===== src/rtl/ped_walk_ctrl.sv =====
// Pedestrian walk controller: follows the upstream traffic light and grants WALK/FLASH phases on request.
// All outputs are registered (one-cycle latency); there is no backpressure, and the inputs are sampled every cycle.
module ped_walk_ctrl #(
    parameter logic [7:0] MIN_START    = 8'd24,
    parameter logic [7:0] FLASH_LEN    = 8'd8,
    parameter logic [3:0] FLASH_PERIOD = 4'd2
) (
    input  logic       clk,
    input  logic       reset,
    input  logic [1:0] light_sign,
    input  logic [7:0] time_left,
    input  logic       ped_btn,
    output logic       walk_lamp,
    output logic       dw_lamp,
    output logic [7:0] countdown,
    output logic       req_pending,
    output logic [1:0] ped_state,
    output logic       fault
);

    typedef enum logic [1:0] {
        ST_IDLE  = 2'd0,
        ST_WAIT  = 2'd1,
        ST_WALK  = 2'd2,
        ST_FLASH = 2'd3
    } state_e;

    localparam logic [1:0] LS_RED     = 2'd0;
    localparam logic [1:0] LS_ILLEGAL = 2'd3;

    state_e     state_q, state_d;
    logic       walk_q, walk_d;
    logic       dw_q, dw_d;
    logic [7:0] cnt_q, cnt_d;
    logic       pend_q, pend_d;
    logic       fault_q, fault_d;
    logic [3:0] blink_q, blink_d;
    logic       btn_q;
    logic       req;
    logic       forced;

    assign req = ped_btn & ~btn_q;

    always_ff @(posedge clk) begin
        if (reset) begin
            state_q <= ST_IDLE;
            walk_q  <= 1'b0;
            dw_q    <= 1'b1;
            cnt_q   <= 8'd0;
            pend_q  <= 1'b0;
            fault_q <= 1'b0;
            blink_q <= 4'd0;
            btn_q   <= 1'b0;
        end else begin
            state_q <= state_d;
            walk_q  <= walk_d;
            dw_q    <= dw_d;
            cnt_q   <= cnt_d;
            pend_q  <= pend_d;
            fault_q <= fault_d;
            blink_q <= blink_d;
            btn_q   <= ped_btn;
        end
    end

    // A latched request left over after a forced IDLE re-enters WAIT on its own.
    always_comb begin
        state_d = state_q;
        pend_d  = pend_q;
        fault_d = fault_q;
        forced  = 1'b0;
        case (state_q)
            ST_IDLE: begin
                if (req || pend_q) begin
                    state_d = ST_WAIT;
                    pend_d  = 1'b1;
                end
            end
            ST_WAIT: begin
                if (light_sign == LS_RED && time_left >= MIN_START) begin
                    state_d = ST_WALK;
                    pend_d  = 1'b0;
                end
            end
            ST_WALK: begin
                if (light_sign != LS_RED) begin
                    forced = 1'b1;
                end else if (time_left <= FLASH_LEN) begin
                    state_d = ST_FLASH;
                end
            end
            ST_FLASH: begin
                if (req) begin
                    pend_d = 1'b1;
                end
                if (light_sign != LS_RED) begin
                    state_d = (pend_q || req) ? ST_WAIT : ST_IDLE;
                end
            end
            default: state_d = ST_IDLE;
        endcase
        if (light_sign == LS_ILLEGAL) begin
            forced = 1'b1;
        end
        if (forced) begin
            state_d = ST_IDLE;
            fault_d = 1'b1;
            pend_d  = pend_q | req;
        end
    end

    always_comb begin
        walk_d  = 1'b0;
        dw_d    = 1'b1;
        cnt_d   = 8'd0;
        blink_d = 4'd0;
        case (state_d)
            ST_WALK: begin
                walk_d = 1'b1;
                dw_d   = 1'b0;
                cnt_d  = time_left;
            end
            ST_FLASH: begin
                cnt_d = time_left;
                if (state_q != ST_FLASH) begin
                    dw_d    = 1'b1;
                    blink_d = 4'd0;
                end else if (blink_q == FLASH_PERIOD - 4'd1) begin
                    dw_d    = ~dw_q;
                    blink_d = 4'd0;
                end else begin
                    dw_d    = dw_q;
                    blink_d = blink_q + 4'd1;
                end
            end
            default: begin
                walk_d = 1'b0;
                dw_d   = 1'b1;
            end
        endcase
    end

    assign walk_lamp   = walk_q;
    assign dw_lamp     = dw_q;
    assign countdown   = cnt_q;
    assign req_pending = pend_q;
    assign ped_state   = state_q;
    assign fault       = fault_q;

endmodule

===== config.mk =====
export PLATFORM = sky130hd
export DESIGN_NAME = ped_walk_ctrl
export DESIGN_NICKNAME = d
export VERILOG_FILES = /design/src/rtl/ped_walk_ctrl.sv
export SDC_FILE = /design/constraint.sdc
export NUM_CORES = 1
export LEC_CHECK = 0
export ABC_AREA = 1
export CORE_MARGIN = 5
export CORE_UTILIZATION = 40
export CTS_CLUSTER_SIZE = 10
export DETAILED_ROUTE_END_ITERATION = 10
export PLACE_DENSITY_LB_ADDON = 0.15
export SLEW_MARGIN = 20
export SYNTH_ARGS = -nofsm -noshare
export SYNTH_HDL_FRONTEND = slang
export SYNTH_SLANG_ARGS = --single-unit

===== constraint.sdc =====
create_clock -name clk -period 1.9 [get_ports clk]
set_input_delay 0.38 -clock clk [delete_from_list [all_inputs] [get_ports clk]]
set_output_delay 0.38 -clock clk [all_outputs]
set_load 0.005 [all_outputs]

==> results.ini, run 1 <==
[run_status]
status=finished clean

[synth]
synthCells=118
synth_edf_count=0
syn_area_per_cell_um2=7.910
synth.distinct_cells=23
synthesis.nets=138
yosysSeqAreaShare=0.4075
yosysWarnings=0
async_flop_share=0
synth_area_um2=933.4
synth-seq-cells=19
synth-main-ff-cell=dfxtp_1

[setup_path]
path_max_fanout=6
critPathCaptureType=register
timing.rr.start=ped_state[1]$_SDFF_PP0_
required_ps=2090
critPathKind=register to register
start_kind=register
rrSetupSlack_ps=130
r2r_end=dw_lamp$_SDFFE_PP1P_
rr_worst_depth=9
arrival_ps=1950

[place]
dpl.hpwl_um=1559
placed_area_um2=1259
numPortBuffers=26
routabilityCongestion=0.7164

[cts]
cts-htree-levels=1
postCtsHoldBufs=0
cts_setup_buffers=0
clk_latency_ps=290
numClockSinks=19
cts_tree=done
cts_buffers=3
clkTransAtPathRegs_ps=110
cts_root_buf=clkbuf_4
cts_resized=0
clock_path_buffers=2

[global_route]
grt_max_degree=11
grt_pass1_wl_um=3381
grt_pass1_vias=844
grtUsageTotal=0.1268
grt_antenna_before_repair=0
overflow=0

[timing]
period_share=0.9292
setup_viol=0
fmax_ghz=0.5664
rsz0062_at_grt=no
slew_viol_final=0
tightest_slew_ps=322.3
relSlewSlack=0.7841
hold_viol=0
timing.final.crit_period_ps=1766
fin_setup_tns_ps=0
whs_ps=496.7
finClkSkew_ps=12.24

[final_layout]
layout_common_cells=26 x clkdlybuf4s50_1, 24 x inv_1, 19 x dfxtp_1
final_layout_size_suffix_gt1_frac=0.1184
antennaDiodeCount=0
multi_input_area_um2=462.9
final_core_util=0.5809
final_common_cell=clkdlybuf4s50_1
seq_area_um2=380.4
nNetsFinal=173
fillers=218
area_delta_synth_final_pct=37.67
postLayoutCellArea_um2=1285

[drt]
totalWireLength_um=1969
drc=0
wl_per_cell_um=10.94
vias=824
dr.pass1.iters=4
ant_nets=0
avgViaCountPerCell=4.578
drtIter0Drc=16

[power_and_ir_drop]
cellPowerDensity_nw_per_um2=1119
ir_drop_v=0.0008066
p_leak_nw=0.5759

[die]
core_um2=2212
start_util=0.4219
die_y_um=58.31
die_w_um=58.31
die_area_um2=3399
io_pins=27
rows=17

[worst_hold_path]
hold_path_startpoint=fault$_SDFFE_PP0P_
whs_path_depth=2
hold_end=fault$_SDFFE_PP0P_
worstHoldPathType=register to register

[flow_run]
maxCapViolCount=0

==> synthesized netlist by cell type (2+ instances only) <==
cell type,instances,area share
inv_1,24,0.097
dfxtp_1,19,0.41
nand2_1,17,0.068
nor2_1,17,0.068
ha_1,7,0.094
nand3_1,5,0.027
a21oi_1,4,0.021
nor3_1,4,0.021
a21oi_2,3,0.028
nand3_2,3,0.032
a31oi_1,2,0.013
nand4_1,2,0.013
==> area by class of cell <==
| type | instances | area share |
|---|---|---|
| Tap cell | 28 | 0.02726 |
| Clock buffer | 4 | 0.02045 |
| Sequential cell | 19 | 0.2960 |
| Timing Repair Buffer | 30 | 0.2259 |
| Inverter | 24 | 0.07011 |
| Multi-Input combinational cell | 75 | 0.3603 |
==> stage by stage <==
stage               worst slack, ps  power [mW]  std cells
floorplan                     265.7      0.9419        118
global placement              105.3       1.231        176
detailed placement            82.17       1.245        176
CTS                           124.8       1.454        180
global route                  29.29       1.553        180
finish                        134.5       1.439        180
==> registers in the layout, summed over array words and instances, names as in the netlist <==
name	flops
btn_q	1
dw_lamp	1
fault	1
ped_state	2
countdown	8
walk_lamp	1
req_pending	1
blink_q	4
==> how the worst max path moves through the flow <==
stage	startpoint	end	slack, ps
5_1_grt	ped_state[1]$_SDFF_PP0_	dw_lamp$_SDFFE_PP1P_	30
6_report	ped_state[1]$_SDFF_PP0_	dw_lamp$_SDFFE_PP1P_	130
4_1_cts	ped_state[1]$_SDFF_PP0_	dw_lamp$_SDFFE_PP1P_	120
2_1_floorplan	ped_state[0]$_SDFF_PP0_	dw_lamp$_SDFFE_PP1P_	270
3_3_place_gp	ped_btn	dw_lamp$_SDFFE_PP1P_	110
3_5_place_dp	time_left[6]	dw_lamp$_SDFFE_PP1P_	80
==> power by group <==
part | switching [mW] | internal, mW
clock network | 0.116 | 0.0816
logic | 0.369 | 0.354
registers | 0.0421 | 0.475
==> critical path, cell delays in order, from the launching register on <==
cell	delay, ps
dfxtp_1	450
inv_1	130
ha_1	210
or2_1	210
a31oi_1	200
nand2_2	130
nand3_2	120
nor2_1	50
nor2_1	110
nor2_2	40
==> metal layers <==
| metal | track usage | wire length [um] |
|---|---|---|
| met5 | 0 | 0 |
| met2 | 0.2344 | 1022 |
| met1 | 0.1425 | 859 |
| met4 | 0.01987 | 14 |
| met3 | 0.04167 | 72 |
==> cell families (layout without fill, tap and decap cells) <==
family          count (synthesis)  count (layout)  synth area share
compound gates                 13              13            0.1019
buf+inv                        24              58           0.09652
simple gates                   53              53            0.2815
fa+ha+maj                       7               7           0.09383
xor+xnor                        2               2           0.01877
flops                          19              19            0.4075
No activity file was read; power rests on OpenSTA's default activity.
==> inputs of run 2 (changes only) <==
- MAX_ROUTING_LAYER: unset -> met4
==> run 2 against run 1 <==
Hold slack did not move; register-to-register slack barely moved; sequential power barely moved; combinational power barely moved; final cell count did not move; fmax barely moved; die area did not move; routed wire length did not move; global-route usage rose by 0.38 points; via count did not move; clock skew barely moved; critical path type unchanged; highest routed layer unchanged.
==> results.ini, run 2 (synthesis gave the netlist of run 1 again) <==
[setup_path]
worstSetupStartpoint=ped_state[1]$_SDFF_PP0_
r2r_end=dw_lamp$_SDFFE_PP1P_
slowest_delay_ps=450  ; about the same
cp_num_cells=9  ; unchanged
start_kind=register
critPathCaptureType=register
path_cells=inv_1, ha_1, or2_1, a31oi_1, nand2_2, nand3_2, nor2_1, nor2_1, nor2_2
rrSetupSlack_ps=130  ; about the same
worstSetupEndpoint=dw_lamp$_SDFFE_PP1P_
critical-path-top-delay-family=simple AND/OR/NAND/NOR gates
timing.rr.start=ped_state[1]$_SDFF_PP0_
worst-path-buf-inv=1  ; unchanged
required_ps=2090  ; about the same
crit_slowest_cell=dfxtp_1
cpMostUsedCell=nor2_1
rr_worst_depth=9  ; unchanged
path_max_fanout=6  ; unchanged
critPathKind=register to register
arrival_ps=1950  ; about the same

[cts]
clock_path_buffers=2  ; unchanged
postCtsHoldBufs=0  ; unchanged
clk_latency_ps=290  ; about the same
cts_setup_buffers=0  ; unchanged
numClockSinks=19  ; unchanged
cts_tree=done
cts_buffers=3  ; unchanged
cts_root_buf=clkbuf_4
clkTransAtPathRegs_ps=110  ; about the same
cts-htree-levels=1  ; unchanged
cts_resized=0  ; unchanged

[worst_hold_path]
worstHoldPathType=register to register
whs_path_depth=2  ; unchanged
hold_path_startpoint=fault$_SDFFE_PP0P_

[global_route]
grt_pass1_vias=844  ; unchanged
met3_usage=0.03947  ; -0.002193
grt_max_degree=11  ; unchanged
grt_antenna_before_repair=0  ; unchanged
grt_util_met1=0.1438  ; +0.001344
grt-busiest-layer=met2
grt_pass1_wl_um=3381  ; unchanged
use_met2=0.2344  ; unchanged
grtUsageTotal=0.1306  ; +0.003753
overflow=0  ; unchanged

[die]
core_um2=2212  ; unchanged
io_pins=27  ; unchanged
die_y_um=58.31  ; unchanged
die_area_um2=3399  ; unchanged
rows=17  ; unchanged
die_w_um=58.31  ; unchanged
start_util=0.4219  ; unchanged

[timing]
finClkSkew_ps=12.18  ; -0.05730 ps
hold_viol=0  ; unchanged
timing.final.crit_period_ps=1766  ; +0.02900 ps
setup_ws_ps=134.4  ; -0.02900 ps
fmax_ghz=0.5664  ; about the same
period_share=0.9292  ; about the same
setup_viol=0  ; unchanged
slew_viol_final=0  ; unchanged
rsz0062_at_grt=no
fin_setup_tns_ps=0  ; unchanged
relSlewSlack=0.7833  ; -0.0008600
tightest_slew_ps=323.6  ; +1.284 ps

[place]
numPortBuffers=26  ; unchanged
dpl.hpwl_um=1559  ; unchanged
place_inst=176  ; unchanged
preCtsSetupSlack_ps=82.17  ; unchanged
routabilityCongestion=0.7247  ; +1.2%
placed_area_um2=1259  ; unchanged

[run_status]
status=finished clean

[drt]
ant_nets=0  ; unchanged
totalWireLength_um=1969  ; unchanged
drc=0  ; unchanged
avgViaCountPerCell=4.578  ; unchanged
wl_per_cell_um=10.94  ; unchanged
drtIter0Drc=16  ; unchanged
vias=824  ; unchanged
dr.pass1.iters=4  ; unchanged

[power_and_ir_drop]
ir_drop_v=0.0008065  ; about the same
p_leak_nw=0.5759  ; unchanged
cellPowerDensity_nw_per_um2=1119  ; unchanged

[final_layout]
postLayoutCellArea_um2=1285  ; unchanged
area_delta_synth_final_pct=37.67  ; unchanged
final_layout_size_suffix_gt1_frac=0.1184  ; unchanged
final_cells=180  ; unchanged
fillers=218  ; unchanged
antennaDiodeCount=0  ; unchanged
largest_register_ffs=8  ; unchanged
final_common_cell=clkdlybuf4s50_1
nNetsFinal=173  ; unchanged
layout_common_cells=26 x clkdlybuf4s50_1, 24 x inv_1, 19 x dfxtp_1

[flow_run]
maxCapViolCount=0  ; unchanged

## run 2: power by group
group / total, mW / switching [mW] / internal [mW]
combinational: 0.723 / 0.369 / 0.354
sequential: 0.517 / 0.0421 / 0.475
clock: 0.198 / 0.116 / 0.0816
## run 2: worst min-delay path by stage
| stage | end | slack, ps |
|---|---|---|
| final | fault$_SDFFE_PP0P_ | 500 |
| after global routing | fault$_SDFFE_PP0P_ | 530 |
| after CTS | fault$_SDFFE_PP0P_ | 500 |
| after detailed placement | fault$_SDFFE_PP0P_ | 480 |
| after global placement | fault$_SDFFE_PP0P_ | 450 |
| after floorplan | btn_q$_SDFF_PP0_ | 450 |
## run 2: layer usage
metal	wire length, um	vias up
met1	865	371
met4	14	0
met5	0	-
li1	-	438
met3	66	2
met2	1022	13
## run 2: layout make-up
cell class              count  area, um2  area share
inverters                  24      90.09     0.07011
repair buffers             30      290.3      0.2259
well taps                  28      35.03     0.02726
flip-flops and latches     19      380.4      0.2960
clock buffers               4      26.28     0.02045
multi-input cells          75      462.9      0.3603
## run 2: through the flow
| stage | hold WS (ps) | total power [mW] | utilization |
|---|---|---|---|
| floorplan | 451.2 | 0.9419 | - |
| global placement | 450.3 | 1.231 | 0.5690 |
| detailed placement | 481.0 | 1.245 | 0.5690 |
| CTS | 500.9 | 1.454 | 0.5809 |
| global route | 527.2 | 1.553 | 0.5809 |
| finish | 496.7 | 1.439 | 0.5809 |
## run 2: worst register-to-register path: cells and delay by family (launching register included)
family	cells	cell delay [ps]
and+or+nand+nor	6	660
DFF	1	450
adders and majority gates	1	210
AOI/OAI and AO/OA	1	200
buffers and inverters	1	130
==> inputs of run 3 (changes only) <==
- SKIP_CTS_REPAIR_TIMING: unset -> 1
==> results of run 3 <==
The final DEF is identical to that of run 2; final timing and power are the same.
